**src/rtl/lr_car_queue_sensor_pkg.sv**
```systemverilog
// Shared light codes and debounce state encoding for the local-road sensor.
package lr_car_queue_sensor_pkg;

    localparam logic [2:0] LIGHT_GREEN  = 3'b100;
    localparam logic [2:0] LIGHT_YELLOW = 3'b010;
    localparam logic [2:0] LIGHT_RED    = 3'b001;

    typedef enum logic [1:0] {
        StLow,
        StRiseChk,
        StHigh,
        StFallChk
    } db_state_e;

    function automatic logic light_legal(input logic [2:0] light);
        return (light == LIGHT_GREEN) || (light == LIGHT_YELLOW) || (light == LIGHT_RED);
    endfunction

endpackage

```
**src/rtl/lr_car_queue_sensor_if.sv**
```systemverilog
// Sensor-side signal bundle: loop detector and light in, queue status out.
interface lr_car_queue_sensor_if #(
    parameter int unsigned CNT_W = 4
);
    logic             car_arrive_raw;
    logic [2:0]       lr_light;
    logic             lr_has_car;
    logic [CNT_W-1:0] car_count;
    logic             car_departed;
    logic             overflow;
    logic             light_err;

    modport master (
        input  car_arrive_raw,
        input  lr_light,
        output lr_has_car,
        output car_count,
        output car_departed,
        output overflow,
        output light_err
    );

    modport slave (
        output car_arrive_raw,
        output lr_light,
        input  lr_has_car,
        input  car_count,
        input  car_departed,
        input  overflow,
        input  light_err
    );
endinterface

```
**src/rtl/lr_car_queue_sensor_sync_debounce.sv**
```systemverilog
// Two-FF synchronizer plus level debounce; pulses rise on the edge a high level is accepted.
module lr_car_queue_sensor_sync_debounce
    import lr_car_queue_sensor_pkg::*;
#(
    parameter int unsigned DEBOUNCE_CYCLES = 4
) (
    input  logic clk,
    input  logic rst_n,
    input  logic raw,
    output logic rise
);

    localparam logic [3:0] CNT_LAST = 4'(DEBOUNCE_CYCLES - 1);

    logic      sync1_q, sync_q;
    db_state_e state_q, state_d;
    logic [3:0] cnt_q, cnt_d;

    always_ff @(posedge clk) begin
        if (!rst_n) begin
            sync1_q <= 1'b0;
            sync_q  <= 1'b0;
            state_q <= StLow;
            cnt_q   <= 4'd0;
        end else begin
            sync1_q <= raw;
            sync_q  <= sync1_q;
            state_q <= state_d;
            cnt_q   <= cnt_d;
        end
    end

    // cnt holds the number of stable samples already seen at the candidate level.
    always_comb begin
        state_d = state_q;
        cnt_d   = cnt_q;
        rise    = 1'b0;
        unique case (state_q)
            StLow: begin
                if (sync_q) begin
                    if (DEBOUNCE_CYCLES == 1) begin
                        state_d = StHigh;
                        cnt_d   = 4'd0;
                        rise    = 1'b1;
                    end else begin
                        state_d = StRiseChk;
                        cnt_d   = 4'd1;
                    end
                end
            end
            StRiseChk: begin
                if (!sync_q) begin
                    state_d = StLow;
                    cnt_d   = 4'd0;
                end else if (cnt_q == CNT_LAST) begin
                    state_d = StHigh;
                    cnt_d   = 4'd0;
                    rise    = 1'b1;
                end else begin
                    cnt_d = cnt_q + 4'd1;
                end
            end
            StHigh: begin
                if (!sync_q) begin
                    if (DEBOUNCE_CYCLES == 1) begin
                        state_d = StLow;
                        cnt_d   = 4'd0;
                    end else begin
                        state_d = StFallChk;
                        cnt_d   = 4'd1;
                    end
                end
            end
            StFallChk: begin
                if (sync_q) begin
                    state_d = StHigh;
                    cnt_d   = 4'd0;
                end else if (cnt_q == CNT_LAST) begin
                    state_d = StLow;
                    cnt_d   = 4'd0;
                end else begin
                    cnt_d = cnt_q + 4'd1;
                end
            end
            default: begin
                state_d = StLow;
                cnt_d   = 4'd0;
            end
        endcase
    end

endmodule

```
**src/rtl/lr_car_queue_sensor.sv**
```systemverilog
// Local-road car queue: counts debounced arrivals, retires cars on sustained green.
module lr_car_queue_sensor
    import lr_car_queue_sensor_pkg::*;
#(
    parameter int unsigned DEBOUNCE_CYCLES = 4,
    parameter int unsigned DEPART_CYCLES   = 5,
    parameter int unsigned MAX_CARS        = 15,
    parameter int unsigned CNT_W           = 4
) (
    input  logic                  clk,
    input  logic                  rst_n,
    lr_car_queue_sensor_if.master bus
);

    localparam logic [CNT_W-1:0] COUNT_MAX  = CNT_W'(MAX_CARS);
    localparam logic [3:0]       TIMER_LAST = 4'(DEPART_CYCLES - 1);

    logic             arrive;
    logic             green, depart;
    logic [3:0]       timer_q, timer_d;
    logic [CNT_W-1:0] count_q, count_d;
    logic             departed_q;
    logic             overflow_q, overflow_d;
    logic             light_err_q, light_err_d;

    lr_car_queue_sensor_sync_debounce #(
        .DEBOUNCE_CYCLES(DEBOUNCE_CYCLES)
    ) u_sync_debounce (
        .clk  (clk),
        .rst_n(rst_n),
        .raw  (bus.car_arrive_raw),
        .rise (arrive)
    );

    // Only the exact green code counts, so an illegal light never advances the timer.
    always_comb begin
        green   = (bus.lr_light == LIGHT_GREEN);
        depart  = 1'b0;
        timer_d = 4'd0;
        if (green && (count_q != '0)) begin
            if (timer_q == TIMER_LAST) begin
                depart = 1'b1;
            end else begin
                timer_d = timer_q + 4'd1;
            end
        end

        count_d    = count_q;
        overflow_d = overflow_q;
        if (arrive && !depart) begin
            if (count_q == COUNT_MAX) begin
                overflow_d = 1'b1;
            end else begin
                count_d = count_q + CNT_W'(1);
            end
        end else if (depart && !arrive) begin
            count_d = count_q - CNT_W'(1);
        end

        light_err_d = light_err_q | ~light_legal(bus.lr_light);
    end

    always_ff @(posedge clk) begin
        if (!rst_n) begin
            timer_q     <= 4'd0;
            count_q     <= '0;
            departed_q  <= 1'b0;
            overflow_q  <= 1'b0;
            light_err_q <= 1'b0;
        end else begin
            timer_q     <= timer_d;
            count_q     <= count_d;
            departed_q  <= depart;
            overflow_q  <= overflow_d;
            light_err_q <= light_err_d;
        end
    end

    assign bus.lr_has_car   = (count_q != '0);
    assign bus.car_count    = count_q;
    assign bus.car_departed = departed_q;
    assign bus.overflow     = overflow_q;
    assign bus.light_err    = light_err_q;

endmodule

```
**src/flat_wrapper.sv**
```systemverilog
// flat-port wrapper written by rule: the top's interface ports become plain ports
module lr_car_queue_sensor_flat import lr_car_queue_sensor_pkg::*;
#(
    parameter int unsigned DEBOUNCE_CYCLES = 4,
    parameter int unsigned DEPART_CYCLES   = 5,
    parameter int unsigned MAX_CARS        = 15,
    parameter int unsigned CNT_W           = 4
)
  (clk, rst_n, bus_car_arrive_raw, bus_lr_light, bus_lr_has_car, bus_car_count, bus_car_departed, bus_overflow, bus_light_err);
  lr_car_queue_sensor_if #(.CNT_W(CNT_W)) bus_i ();
  input  logic clk;
  input  logic rst_n;
  input wire logic [$bits(bus_i.car_arrive_raw)-1:0] bus_car_arrive_raw;
  input wire logic [$bits(bus_i.lr_light)-1:0] bus_lr_light;
  output wire logic [$bits(bus_i.lr_has_car)-1:0] bus_lr_has_car;
  output wire logic [$bits(bus_i.car_count)-1:0] bus_car_count;
  output wire logic [$bits(bus_i.car_departed)-1:0] bus_car_departed;
  output wire logic [$bits(bus_i.overflow)-1:0] bus_overflow;
  output wire logic [$bits(bus_i.light_err)-1:0] bus_light_err;
  assign bus_i.car_arrive_raw = bus_car_arrive_raw;
  assign bus_i.lr_light = bus_lr_light;
  assign bus_lr_has_car = bus_i.lr_has_car;
  assign bus_car_count = bus_i.car_count;
  assign bus_car_departed = bus_i.car_departed;
  assign bus_overflow = bus_i.overflow;
  assign bus_light_err = bus_i.light_err;
  lr_car_queue_sensor #(.DEBOUNCE_CYCLES(DEBOUNCE_CYCLES), .DEPART_CYCLES(DEPART_CYCLES), .MAX_CARS(MAX_CARS), .CNT_W(CNT_W)) u_core (.clk(clk), .rst_n(rst_n), .bus(bus_i));
endmodule
```
**config.mk**
```make
export PLATFORM = sky130hd
export DESIGN_NAME = lr_car_queue_sensor_flat
export DESIGN_NICKNAME = d
export VERILOG_FILES = /design/src/rtl/lr_car_queue_sensor_pkg.sv /design/src/rtl/lr_car_queue_sensor_if.sv /design/src/rtl/lr_car_queue_sensor_sync_debounce.sv /design/src/rtl/lr_car_queue_sensor.sv /design/src/flat_wrapper.sv
export SDC_FILE = /design/constraint.sdc
export NUM_CORES = 1
export LEC_CHECK = 0
export BUFFER_PORTS_ARGS = -buffer_cell sky130_fd_sc_hd__buf_2
export CAP_MARGIN = 25
export CORE_UTILIZATION = 30
export CTS_CLUSTER_SIZE = 25
export DETAILED_ROUTE_END_ITERATION = 8
export GPL_TIMING_DRIVEN = 0
export PLACE_DENSITY_LB_ADDON = 0.2
export SLEW_MARGIN = 15
export SYNTH_ARGS = -nofsm -noshare
export SYNTH_HDL_FRONTEND = slang
export SYNTH_SLANG_ARGS = --single-unit
```
**constraint.sdc**
```tcl
create_clock -name clk -period 2.85 [get_ports clk]
set_clock_uncertainty 0.2 [all_clocks]
set_input_delay 0.4275 -clock clk [delete_from_list [all_inputs] [get_ports clk]]
set_output_delay 0.4275 -clock clk [all_outputs]
set_load 0.05 [all_outputs]
```
# Word level (Yosys, flattened, before mapping)
# Index checks and enable logic that the tools add are counted.
[totals]
out_inout_bits = 8
ff_bits = 19
[classes]
bitwise_logic = 4
n_eq_ne = 14
reduce_logical = 15
n_mux = 21
n_addsub = 4
[ops]
columns = ["operator", "count"]
rows = [
  ["$mux W4", 8],
  ["$pmux W4 S4", 1],
  ["$add A4 B1 Y4 const B", 3],
  ["$mux W2", 6],
  ["$pmux W2 S4", 1],
  ["$ne A2 B2 Y1 const B", 3],
  ["$ne A3 B3 Y1 const B", 2],
  ["$reduce_and A2 Y1", 3],
  ["$mux W1", 5],
  ["$eq A2 B2 Y1 const B", 2],
  ["$eq A4 B2 Y1 const B", 1],
  ["$eq A4 B3 Y1 const B", 1],
  ["$eq A4 B4 Y1 const B", 1],
  ["$reduce_and A4 Y1", 1],
  ["$reduce_bool A4 Y1", 1],
  ["$sub A4 B1 Y4 const B", 1],
  ["$eq A3 B1 Y1 const B", 1],
  ["$eq A3 B2 Y1 const B", 1],
  ["$eq A3 B3 Y1 const B", 1],
  ["$logic_and A1 B1 Y1", 3],
  ["$not A1 Y1", 3],
  ["$reduce_or A3 Y1", 1],
  ["$eq A2 B1 Y1 const B", 1],
  ["$logic_not A1 Y1", 2],
  ["4 further kinds", 5],
]

# Logic depth before layout (Yosys ltp)
[logic_depth]
word_depth = 8
mapped_depth = 11
ltp_nobuf = 10

# Hierarchy
# A second synthesis with hierarchy kept.
[unflattened]
hier_cells = 97
hier_area_um2 = 965.9
[by_module_without_submodules]
columns = ["module", "cells_each", "instances", "area_per_inst_um2"]
rows = [
  ["lr_car_queue_sensor", 63, 1, 611.8],
  ["lr_car_queue_sensor_sync_debounce", 34, 1, 354.1],
]

# Worst setup path before layout
# OpenSTA, ideal clock, no wires.
[synth_path]
path_kind = "flip-flop to flip-flop"
from = "register u_core.count_q[0] (netlist: u_core.bus.car_count[0])"
to = "register u_core.count_q[3] (netlist: u_core.bus.car_count[3])"
stages_incl_launch_ff = 10
synth_period_minus_slack_ns = 2.661
path_buffers = 1
required_time_ns = 2.522
slack_ns = 0.189
setup_ns = 0.128
arrival_time_ns = 2.332
cell_sequence = "dfxtp_1 nor4_2 or3_1 buf_6 nand2_1 ha_1 a21o_1 a21oi_1 nand4bb_1 nand4_1"
[synth_via]
elab_chain_cells = 7
elab_cells_between_ends = 15
classes_between = "2 x add/sub; 2 x eq/ne; 4 x mux; 7 x reduce/logical"
[synth_rtl]
columns = ["element", "line", "rtl"]
rows = [
  ["start: declaration", "lr_car_queue_sensor.sv:21", "logic [CNT_W-1:0] count_q, count_d;"],
  ["start signal: assignment", "lr_car_queue_sensor.sv:72", "count_q <= count_d;"],
  ["$reduce_bool A4 Y1", "lr_car_queue_sensor.sv:40", "if (green && (count_q != '0)) begin"],
  ["$logic_and A1 B1 Y1", "lr_car_queue_sensor.sv:40", ""],
  ["$mux W1", "lr_car_queue_sensor.sv:40", ""],
  ["$logic_not A1 Y1", "lr_car_queue_sensor.sv:50", "if (arrive && !depart) begin"],
  ["$logic_and A1 B1 Y1", "lr_car_queue_sensor.sv:50", ""],
  ["$ne A2 B2 Y1 (no source line) or $reduce_bool A2 Y1 (tied branches)", "-", ""],
  ["$reduce_and A2 Y1 (no source line)", "-", ""],
]
# Several ways; a longest one is shown, not always the timed one. The select of a mux whose other input is x is not followed.
# A chain may end at the register's enable or synchronous reset.

# Worst setup path in the final report
[layout_path]
from = "register u_core.timer_q[0]"
to = "register u_core.count_q[3] (netlist: u_core.bus.car_count[3])"
[layout_via]
elab_chain_cells = 7
elab_cells_between_ends = 10
classes_between = "2 x eq/ne; 3 x mux; 5 x reduce/logical"
[layout_rtl]
columns = ["element", "line", "rtl"]
rows = [
  ["start: declaration", "lr_car_queue_sensor.sv:20", "logic [3:0] timer_q, timer_d;"],
  ["start signal: assignment", "lr_car_queue_sensor.sv:71", "timer_q <= timer_d;"],
  ["$eq A4 B3 Y1 (*)", "lr_car_queue_sensor.sv:41", "if (timer_q == TIMER_LAST) begin"],
  ["$mux W1 (*)", "lr_car_queue_sensor.sv:41", ""],
  ["$mux W1 (*)", "lr_car_queue_sensor.sv:40", ""],
  ["$logic_not A1 Y1", "lr_car_queue_sensor.sv:50", ""],
  ["$logic_and A1 B1 Y1", "lr_car_queue_sensor.sv:50", ""],
  ["$ne A2 B2 Y1 (no source line) or $reduce_bool A2 Y1 (tied branches)", "-", ""],
  ["$reduce_and A2 Y1 (no source line)", "-", ""],
]
# Every way passes the cells marked *; elsewhere a longest branch is shown, timed or not.

==> out/qor.txt <==
Reg2Reg Capture Point: u_core.bus.car_count[3]
Total Nets Final: 133
Post-Synth XOR/XNOR Area: 5.40%
Leakage power: 0.470 nW
Slew Limit Fails: 0
RR Startpoint: u_core.timer_q[0]
Critical Path AT: 2.58 ns
Worst rel slew slack: 65.2%
Drt wl/cell: 10.7 um
Hold Path End: u_core.u_sync_debounce.sync1_q
Share of cells above drive strength 1: 18.3%
Mapped Area: 973 um^2
Synth Instances: 103
Area Growth Syn to Fin: 15.0%
Final Setup Violations: 0
CP endpoint kind: flop
Period utilization: 91.1%
Flop2flop setup slack: 0.25 ns
CP startpoint: u_core.timer_q[0]
Starting Density: 31.6%
Setup bufs post-CTS: 0
IO Pins: 14
Final TNS setup: 0 ns
Hold Vio Cnt, Final: 0
Seq/Total Area, Yosys: 39.1%
ANT nets after route: 0
Drt drc: 0
Sequential standard cell area: 380 um^2
Least-Margin Pin Slew: 0.518 ns
Synth Area in Simple Gates: 27.6%
Number of diodes: 0
Part of the power in registers: 62.2%
Fin crit period: 2.60 ns
HP Start: bus_car_arrive_raw
CTS root buf: clkbuf_4
Largest net degree at the start of global routing: 11
Worst skew pair latency: 0.29 ns
Core area: 3080 um^2
Hold Path Stages: 2
VDD IR max: 0.190 mV
Internal power: 0.335 mW
Clock share of power: 31.5%
Number of library cell types mapped by synthesis: 39
FP Rows: 20
First-pass GRT wire length: 3060 um
Clk buf depth: 2
GPL Wtd Cong: 0.780
P_sw: 0.102 mW
Vias in the first global route: 719
GR Overflow Total: 0
CTS clk-pin slew, worst paths: 0.11 ns
Primary FF master, synth: dfxtp_1
Antenna violations before repair: 0
Compound-gate portion of the synthesized area: 9.38%
Post-Synth Adder-Cell Area: 8.48%
Area of the multi-input gates: 559 um^2
Filler cell count: 332
Syn Area/Cell: 9.45 um^2
Worst Setup Path Type: reg -> reg
RSZ-0062 raised after global routing: false
Combinational Power Share: 6.3%
GR Util All Layers: 11.6%
Die Wd: 59.0 um
CTS Buf Count: 3
Total length of routed wires: 1760 um
Final std cells w/o fill: 164
Die area: 3480 um^2
#FFs+latches synth: 19
Ys Warns: 0
Cells on worst reg2reg path: 11
DR iter-0 viols: 28
H-Tree Depth: 1
Syn nets: 115
Status: finished, final reports clean
Drt pass-1 iters: 4
PD cells: 390 nW/um^2
Critical path required time: 2.84 ns
Vias per std cell: 4.48
Critical Path Fanout Max: 5
CP Launch Type: flop
Post_cts resized: 0
CTS tree: yes
Port bufs: 13
Fmax: 0.385 GHz
Max-capacitance violation count: 0
Asr flop ratio synth: 0%
Hold buffers post-CTS: 0
Main combinational cell family by area after synthesis: simple AND/OR/NAND/NOR gates
Min-delay worst type: in -> reg
Post-DP HPWL: 1330 um
Switching Fraction: 23.3%
DIE HEIGHT: 59.0 um
Post-synthesis mux area share: 6.56%
Post-synth EDFFs: 0
Num Clock Sinks: 19
Vias: 735
DP Cell Count: 160
## cell usage after synthesis (all sizes together) (2+ instances only)
master	instances	area, um^2
nand2	9	33.8
nor2	10	37.5
ha	5	62.6
a21boi	2	15.0
nand2b	2	12.5
nand4	2	12.5
nor2b	3	18.8
nand3	3	15.0
xnor2	3	26.3
clkbuf	2	7.51
nor3	2	10.0
and2	5	31.3
o21ai	2	10.0
o21a	2	15.0
dfxtp	19	380
nand4bb	2	22.5
inv	4	15.0
xor2	3	26.3
mux2i	4	52.6
## cells by family after synthesis
group                      after synthesis
and+or+nand+nor                         47
muxes                                    5
xor gates and xnor gates                 6
adders and majority gates                6
DFF                                     19
buffers and inverters                    7
AOI/OAI and AO/OA                       13
## routing by layer
metal  vias up  wire [um]  track usage (%)
met1       334        835             14.1
met3         2         48             3.96
met5         -          0                0
li1        394          -                -
met2         5        851             19.6
met4         0         18             3.06
## worst max-delay path, stage by stage (launching register included)
cell	delay, ns
dfxtp_1	0.35
inv_1	0.06
ha_1	0.13
nand3b_1	0.11
or3_1	0.40
buf_6	0.14
nand2_1	0.13
ha_1	0.24
a21o_1	0.17
a21oi_1	0.28
nand4bb_1	0.18
nand4_1	0.09
## through the flow
step	util (%)	hold WS, ns	cell area [um^2]	setup WS, ns	total power [mW]
floorplan	-	0.212	973	0.189	0.296
detailed placement	35.5	0.219	1090	0.0204	0.306
finish	36.4	0.138	1120	0.253	0.437
global placement	35.5	0.223	1090	0.0527	0.305
CTS	36.4	0.131	1120	0.256	0.442
global route	36.4	0.144	1120	0.0643	0.457
## worst max-delay path by stage
stage | to | slack, ns | cells past startpoint
finish | u_core.bus.car_count[3] | 0.25 | 11
global route | u_core.bus.car_count[3] | 0.06 | 9
CTS | u_core.bus.car_count[3] | 0.26 | 11
detailed placement | u_core.bus.car_count[3] | 0.02 | 10
global placement | u_core.bus.car_count[3] | 0.05 | 10
floorplan | u_core.bus.car_count[3] | 0.19 | 9
## flip-flops by register name, indices dropped and copies added, names as in the netlist, named ones only
signal	count
u_core.u_sync_debounce.sync1_q	1
u_core.u_sync_debounce.state_q	1
u_core.bus.car_departed	1
u_core.bus.overflow	1
u_core.bus.car_count	4
u_core.bus.light_err	1
u_core.u_sync_debounce.sync_q	1
u_core.u_sync_debounce.cnt_q	4
u_core.timer_q	4
## power groups by stage
stage / combinational, mW / sequential, mW / clock, mW
6_report: 0.0275 / 0.272 / 0.138
2_1_floorplan: 0.0146 / 0.282 / 0
5_1_grt: 0.0306 / 0.272 / 0.154
4_1_cts: 0.0281 / 0.272 / 0.143
3_3_place_gp: 0.0275 / 0.278 / 0
3_5_place_dp: 0.0281 / 0.278 / 0
## cells in the final DEF (no fill, tap or decap), types with 4 or more instances in the layout
cell type,instances
and2_1,5
buf_2,13
dfxtp_1,19
ha_1,5
inv_1,4
nand2_1,9
nor2_1,10
## cell type report
class                           instances  area share, %
Sequential cell                        19           34.0
Clock buffer                            4           2.35
Timing Repair Buffer                   13           5.81
Buffer                                  3           1.68
Inverter                                4           1.34
Multi-Input combinational cell         77           49.9
Tap cell                               44           4.92
Power figures use the tool's default switching activity.
